<file path="src/rtl/program_boot_sequencer_pkg.sv">
// Shared types and defaults for the MIPS core boot sequencer.
package boot_seq_pkg;
  typedef enum logic [2:0] {IDLE, LOAD, RELEASE, RUN, HALT} boot_state_t;
  localparam logic [31:0] HALT_WORD_DEF = 32'h0000_000C;
endpackage

</file>
<file path="src/rtl/program_boot_sequencer_if.sv">
// Program-word load stream between the external programming port and the sequencer.
interface program_boot_sequencer_if #(parameter int DATA_W = 32);
  logic              load_valid;
  logic              load_ready;
  logic [DATA_W-1:0] load_data;
  logic              load_last;

  modport master (output load_valid, load_data, load_last, input load_ready);
  modport slave  (input load_valid, load_data, load_last, output load_ready);
endinterface

</file>
<file path="src/rtl/program_boot_sequencer_watchdog.sv">
// RUN cycle counter; saturates at MAX_CYCLES-1 and flags expiry at that value.
module run_watchdog #(
  parameter int MAX_CYCLES = 4096,
  parameter int CNT_W      = 16
) (
  input  logic             clk,
  input  logic             clr,
  input  logic             en,
  output logic [CNT_W-1:0] count,
  output logic             expired
);
  localparam logic [CNT_W-1:0] LAST = CNT_W'(MAX_CYCLES - 1);

  logic [CNT_W-1:0] count_q, count_d;

  assign expired = (count_q == LAST);
  assign count   = count_q;

  always_comb begin
    count_d = count_q;
    if (en && !expired) count_d = count_q + 1'b1;
  end

  always_ff @(posedge clk) begin
    if (clr) count_q <= '0;
    else     count_q <= count_d;
  end
endmodule

</file>
<file path="src/rtl/program_boot_sequencer.sv">
// Loads program words into imu, runs the core out of reset, and parks it on halt,
// timeout, or load overflow.
module program_boot_sequencer
  import boot_seq_pkg::*;
#(
  parameter int                ADDR_W     = 8,
  parameter int                DATA_W     = 32,
  parameter logic [DATA_W-1:0] HALT_WORD  = DATA_W'(HALT_WORD_DEF),
  parameter int                MAX_CYCLES = 4096,
  parameter int                CNT_W      = 16
) (
  input  logic                   clk,
  input  logic                   clr,
  input  logic                   start,
  program_boot_sequencer_if.slave ld,
  output logic                   imu_wen,
  output logic [ADDR_W-1:0]      imu_addr,
  output logic [DATA_W-1:0]      imu_data,
  input  logic [DATA_W-1:0]      instr,
  output logic                   core_clr,
  output logic                   done,
  output logic                   error,
  output logic [ADDR_W:0]        word_count,
  output logic [CNT_W-1:0]       cycle_count
);
  boot_state_t       state_q, state_d;
  logic [ADDR_W-1:0] wp_q, wp_d;
  logic [ADDR_W:0]   wc_q, wc_d;
  logic              wen_q, wen_d;
  logic [ADDR_W-1:0] addr_q, addr_d;
  logic [DATA_W-1:0] data_q, data_d;
  logic              core_clr_q, core_clr_d;
  logic              done_q, done_d;
  logic              error_q, error_d;
  logic              xfer, is_halt, wd_expired, wd_clr, wd_en;

  assign ld.load_ready = (state_q == LOAD);
  assign xfer          = ld.load_valid && (state_q == LOAD);
  assign is_halt       = (instr == HALT_WORD);

  // Counter restarts in RELEASE and only advances on cycles that stay in RUN,
  // so it freezes at the value seen in the final RUN cycle.
  assign wd_clr = clr || (state_q == RELEASE);
  assign wd_en  = (state_q == RUN) && (state_d == RUN);

  run_watchdog #(.MAX_CYCLES(MAX_CYCLES), .CNT_W(CNT_W)) u_wdog (
    .clk     (clk),
    .clr     (wd_clr),
    .en      (wd_en),
    .count   (cycle_count),
    .expired (wd_expired)
  );

  always_ff @(posedge clk) begin
    if (clr) state_q <= IDLE;
    else     state_q <= state_d;
  end

  always_comb begin
    state_d = state_q;
    case (state_q)
      IDLE, HALT: if (start) state_d = LOAD;
      LOAD: begin
        if (xfer) begin
          if (ld.load_last)   state_d = RELEASE;
          else if (wp_q == '1) state_d = HALT;
        end
      end
      RELEASE: state_d = RUN;
      RUN:     if (is_halt || wd_expired) state_d = HALT;
      default: state_d = IDLE;
    endcase
  end

  always_comb begin
    wp_d       = wp_q;
    wc_d       = wc_q;
    wen_d      = 1'b0;
    addr_d     = addr_q;
    data_d     = data_q;
    done_d     = done_q;
    error_d    = error_q;
    core_clr_d = (state_d != RUN);
    if ((state_q == IDLE || state_q == HALT) && start) begin
      wp_d    = '0;
      wc_d    = '0;
      done_d  = 1'b0;
      error_d = 1'b0;
    end
    if (xfer) begin
      wen_d  = 1'b1;
      addr_d = wp_q;
      data_d = ld.load_data;
      wp_d   = wp_q + 1'b1;
      wc_d   = wc_q + 1'b1;
    end
    // Entering HALT from LOAD is always an overflow; from RUN a halt word beats timeout.
    if (state_q != HALT && state_d == HALT) begin
      done_d  = 1'b1;
      error_d = (state_q == LOAD) || !is_halt;
    end
  end

  always_ff @(posedge clk) begin
    if (clr) begin
      wp_q       <= '0;
      wc_q       <= '0;
      wen_q      <= 1'b0;
      addr_q     <= '0;
      data_q     <= '0;
      core_clr_q <= 1'b1;
      done_q     <= 1'b0;
      error_q    <= 1'b0;
    end else begin
      wp_q       <= wp_d;
      wc_q       <= wc_d;
      wen_q      <= wen_d;
      addr_q     <= addr_d;
      data_q     <= data_d;
      core_clr_q <= core_clr_d;
      done_q     <= done_d;
      error_q    <= error_d;
    end
  end

  assign imu_wen    = wen_q;
  assign imu_addr   = addr_q;
  assign imu_data   = data_q;
  assign core_clr   = core_clr_q;
  assign done       = done_q;
  assign error      = error_q;
  assign word_count = wc_q;
endmodule

</file>
<file path="src/flat_wrapper.sv">
// flat-port wrapper written by rule: the top's interface ports become plain ports
module program_boot_sequencer_flat import boot_seq_pkg::*;
#(
  parameter int                ADDR_W     = 8,
  parameter int                DATA_W     = 32,
  parameter logic [DATA_W-1:0] HALT_WORD  = DATA_W'(HALT_WORD_DEF),
  parameter int                MAX_CYCLES = 4096,
  parameter int                CNT_W      = 16
)
  (clk, clr, start, imu_wen, imu_addr, imu_data, instr, core_clr, done, error, word_count, cycle_count, ld_load_valid, ld_load_data, ld_load_last, ld_load_ready);
  program_boot_sequencer_if #(.DATA_W(DATA_W)) ld_i ();
  input  logic clk;
  input  logic clr;
  input  logic start;
  output logic imu_wen;
  output logic [ADDR_W-1:0] imu_addr;
  output logic [DATA_W-1:0] imu_data;
  input  logic [DATA_W-1:0] instr;
  output logic core_clr;
  output logic done;
  output logic error;
  output logic [ADDR_W:0] word_count;
  output logic [CNT_W-1:0] cycle_count;
  input wire logic [$bits(ld_i.load_valid)-1:0] ld_load_valid;
  input wire logic [$bits(ld_i.load_data)-1:0] ld_load_data;
  input wire logic [$bits(ld_i.load_last)-1:0] ld_load_last;
  output wire logic [$bits(ld_i.load_ready)-1:0] ld_load_ready;
  assign ld_i.load_valid = ld_load_valid;
  assign ld_i.load_data = ld_load_data;
  assign ld_i.load_last = ld_load_last;
  assign ld_load_ready = ld_i.load_ready;
  program_boot_sequencer #(.ADDR_W(ADDR_W), .DATA_W(DATA_W), .HALT_WORD(HALT_WORD), .MAX_CYCLES(MAX_CYCLES), .CNT_W(CNT_W)) u_core (.clk(clk), .clr(clr), .start(start), .ld(ld_i), .imu_wen(imu_wen), .imu_addr(imu_addr), .imu_data(imu_data), .instr(instr), .core_clr(core_clr), .done(done), .error(error), .word_count(word_count), .cycle_count(cycle_count));
endmodule
</file>
<file path="config.mk">
export PLATFORM = sky130hd
export DESIGN_NAME = program_boot_sequencer_flat
export DESIGN_NICKNAME = d
export VERILOG_FILES = /design/src/rtl/program_boot_sequencer_pkg.sv /design/src/rtl/program_boot_sequencer_if.sv /design/src/rtl/program_boot_sequencer_watchdog.sv /design/src/rtl/program_boot_sequencer.sv /design/src/flat_wrapper.sv
export SDC_FILE = /design/constraint.sdc
export NUM_CORES = 1
export LEC_CHECK = 0
export ABC_AREA = 1
export BUFFER_PORTS_ARGS = -buffer_cell sky130_fd_sc_hd__buf_4
export CAP_MARGIN = 20
export CORE_ASPECT_RATIO = 1.25
export CORE_UTILIZATION = 49
export DETAILED_ROUTE_END_ITERATION = 10
export GPL_TIMING_DRIVEN = 0
export PLACE_DENSITY_LB_ADDON = 0.2
export SLEW_MARGIN = 40
export SYNTH_ARGS = -nofsm -noshare
export SYNTH_HDL_FRONTEND = slang
export SYNTH_SLANG_ARGS = --single-unit
</file>
<file path="constraint.sdc">
create_clock -name clk -period 1.9 [get_ports clk]
set_clock_uncertainty 0.05 [all_clocks]
set_input_delay 0.19 -clock clk [delete_from_list [all_inputs] [get_ports clk]]
set_output_delay 0.19 -clock clk [all_outputs]
set_load 0.005 [all_outputs]
</file>
==> flow_summary.json <==
{
  "dp_hpwl_microns": 7100,
  "status": "finished, final reports clean",
  "start_util_pct": 51.5,
  "path_max_fanout": 10,
  "cp-start-kind": "register",
  "postRouteAntennaNets": 0,
  "grtUsageTotal_pct": 25.7,
  "power_mw": 3.95,
  "rows": 34,
  "numCtsBuffers": 9,
  "cp-end-kind": "register",
  "layout_worst_path_cycle_share_pct": 92.0,
  "grt_pass1_vias": 3642,
  "port_buffers": 138,
  "synth.distinct_cells": 31,
  "criticalPathCategory": "register to register",
  "min_period_ns": 1.75,
  "intPower_mw": 3.03,
  "hold_violations": 0,
  "clock_path_buffers": 2,
  "grt_overflow_total": 0,
  "synth-seq-area-share_pct": 44.1,
  "viasPerCell": 4.99,
  "die_h_microns": 98.3,
  "slew_headroom_pct": 67.0,
  "drt_iter0_markers": 173,
  "power.share.switching_pct": 23.3,
  "fmax_ghz": 0.572,
  "tightest_slew_ns": 0.494,
  "mostFrequentLayoutCells": "buf_4 (141), nor2_1 (116), nand2_1 (88)",
  "fin_nets": 741,
  "clock-root-buffer": "clkbuf_8",
  "drive_gt1_share_pct": 27.0,
  "avgSynthCellArea_sq_um": 7.02,
  "final_common_cell": "buf_4",
  "synthesis.nets": 590,
  "cp.required_ns": 2.07,
  "ys_warn_count": 0,
  "path_clk_slew_ns": 0.09,
  "grt_max_degree": 14,
  "p_leak_nw": 2.47,
  "maxCapViolations": 0,
  "tns_ns": 0,
  "pre_cts_slack_ns": 0.0655,
  "ys_seq_elements": 80,
  "hold_class": "input port to register",
  "powerDensity_mw_per_mm2": 776,
  "cp_data_arrival_time_ns": 1.92,
  "grt_pass1_wl_microns": 16100,
  "first_pass_iters": 4,
  "ios": 139,
  "seq_power_share_pct": 45.7,
  "wl_microns": 9680,
  "die-area_sq_mm": 0.00777,
  "slew_violations": 0,
  "power.net_switching_mw": 0.920,
  "place.gp.congestion": 0.889,
  "cts_tree": "yes",
  "synth_cells": 518,
  "finalSetupViolCount": 0,
  "core-area_sq_mm": 0.00706,
  "clkPwrFrac_pct": 41.2,
  "worstSkewPairLatency_ns": 0.35,
  "drcViolationCount": 0,
  "antenna_found_initial": 0,
  "post_drt_wl_per_cell_microns": 12.7,
  "vias": 3816,
  "syn-cell-area_sq_mm": 0.00363,
  "p_comb_share_pct": 13.1,
  "diodes": 0,
  "ir_drop_uv": 631,
  "syn2layout_area_growth_pct": 40.1,
  "setup_ws_ns": 0.152,
  "die_width_microns": 79.0,
  "cts.sinks": 80,
  "htreeDepth": 3,
  "rsz0062_at_grt": "false"
}
-- layout make-up --
class	count	area [sq um]
clock buffer	11	131
sequential	80	1610
timing repair buffer	140	1050
multi-input combinational	353	1710
tap	90	113
buffer	19	103
clock inverter	5	129
fill	604	1970
inverter	66	248
-- worst max-delay path, stage by stage, from the launching register on --
cell and delay, ns:
dfxtp_1 0.40, ha_4 0.18, nand3_4 0.11, nor3_4 0.24, nand3_2 0.11, nand3_2 0.12
inv_1 0.10, buf_6 0.16, nand2_1 0.08, a21oi_1 0.07
-- sequential cells by signal (all words and copies together), names as in the netlist --
name                 count
u_core.core_clr          1
u_core.done              1
u_core.error             1
u_core.imu_addr          8
u_core.imu_data         32
u_core.imu_wen           1
u_core.state_q           3
u_core.u_wdog.count     16
u_core.word_count        9
u_core.wp_q              8
-- cell usage after synthesis --
cell / instances / area [sq um]
a211oi_1: 6 / 45.0
a21oi_1: 32 / 160
a21oi_2: 1 / 8.76
a32o_1: 2 / 20.0
and2_1: 1 / 6.26
buf_2: 1 / 5.00
buf_4: 2 / 15.0
buf_6: 3 / 33.8
clkbuf_1: 13 / 48.8
dfxtp_1: 80 / 1600
ha_1: 3 / 37.5
inv_1: 65 / 244
inv_2: 1 / 3.75
nand2_1: 88 / 330
nand2_2: 3 / 18.8
nand2_4: 1 / 11.3
nand3_1: 12 / 60.1
nand3_2: 4 / 40.0
nand3b_1: 1 / 7.51
nand4_1: 3 / 18.8
nor2_1: 116 / 435
nor2_2: 3 / 18.8
nor2_4: 1 / 11.3
nor3_1: 6 / 30.0
nor3_2: 3 / 30.0
nor3_4: 1 / 16.3
o211a_1: 1 / 10.0
o21ai_0: 54 / 270
o21ai_2: 1 / 8.76
xnor2_1: 3 / 26.3
xor2_1: 7 / 61.3
-- cell families (layout without fill, tap and decap cells) --
group	after synthesis	after routing	synth area share, %
AOI/OAI and AO/OA	97	97	14.4
xor gates and xnor gates	10	10	2.41
adders and majority gates	3	3	1.03
buffers and inverters	85	241	9.64
DFF	80	80	44.1
and+or+nand+nor	243	243	28.5
-- worst paths after layout --
path / cells after the start / slack [ns] / from / to
setup / recovery: 9 / 0.15 / u_core.u_wdog.count[1]$_SDFFE_PP0P_ / u_core.u_wdog.count[7]$_SDFFE_PP0P_
hold / removal: 3 / 0.003 / ld_load_data[30] / u_core.imu_data[30]$_SDFFE_PP0N_
setup reg to reg: 9 / 0.15 / u_core.u_wdog.count[1]$_SDFFE_PP0P_ / u_core.u_wdog.count[7]$_SDFFE_PP0P_
hold reg to reg: 1 / 0.42 / u_core.word_count[8]$_SDFFE_PP0P_ / u_core.word_count[8]$_SDFFE_PP0P_
-- stage by stage --
stage / std cells / cell area (sq um) / hold slack [ns] / utilization (%)
finish: 764 / 5090 / 0.00346 / 72.1
global route: 764 / 5090 / 0.0122 / 72.1
CTS: 763 / 5050 / 0.00206 / 71.6
detailed placement: 746 / 4780 / 0.367 / 67.7
global placement: 746 / 4780 / 0.360 / 67.7
floorplan: 518 / 3630 / 0.234 / -
-- what timing repair did --
item                                    CTS  global route
buffers inserted                          0             1
gates resized for setup                   0             8
endpoints found under the setup margin    0            21
endpoints found under the hold margin     1             0
hold buffers                              1             0
-- per-layer routing --
metal	wire [microns]	global-route usage, %
met4	229	11.5
met3	576	5.05
met2	4890	46.2
met5	0	0
met1	3980	28.8
-- power by group through the flow --
stage | Combinational [mW] | Sequential, mW | Clock (mW)
detailed placement | 0.518 | 1.84 | 0
global route | 0.578 | 1.81 | 1.71
finish | 0.518 | 1.80 | 1.63
CTS | 0.524 | 1.80 | 1.63
global placement | 0.504 | 1.84 | 0
floorplan | 0.217 | 1.84 | 0
(Power assumes the default switching activity.)
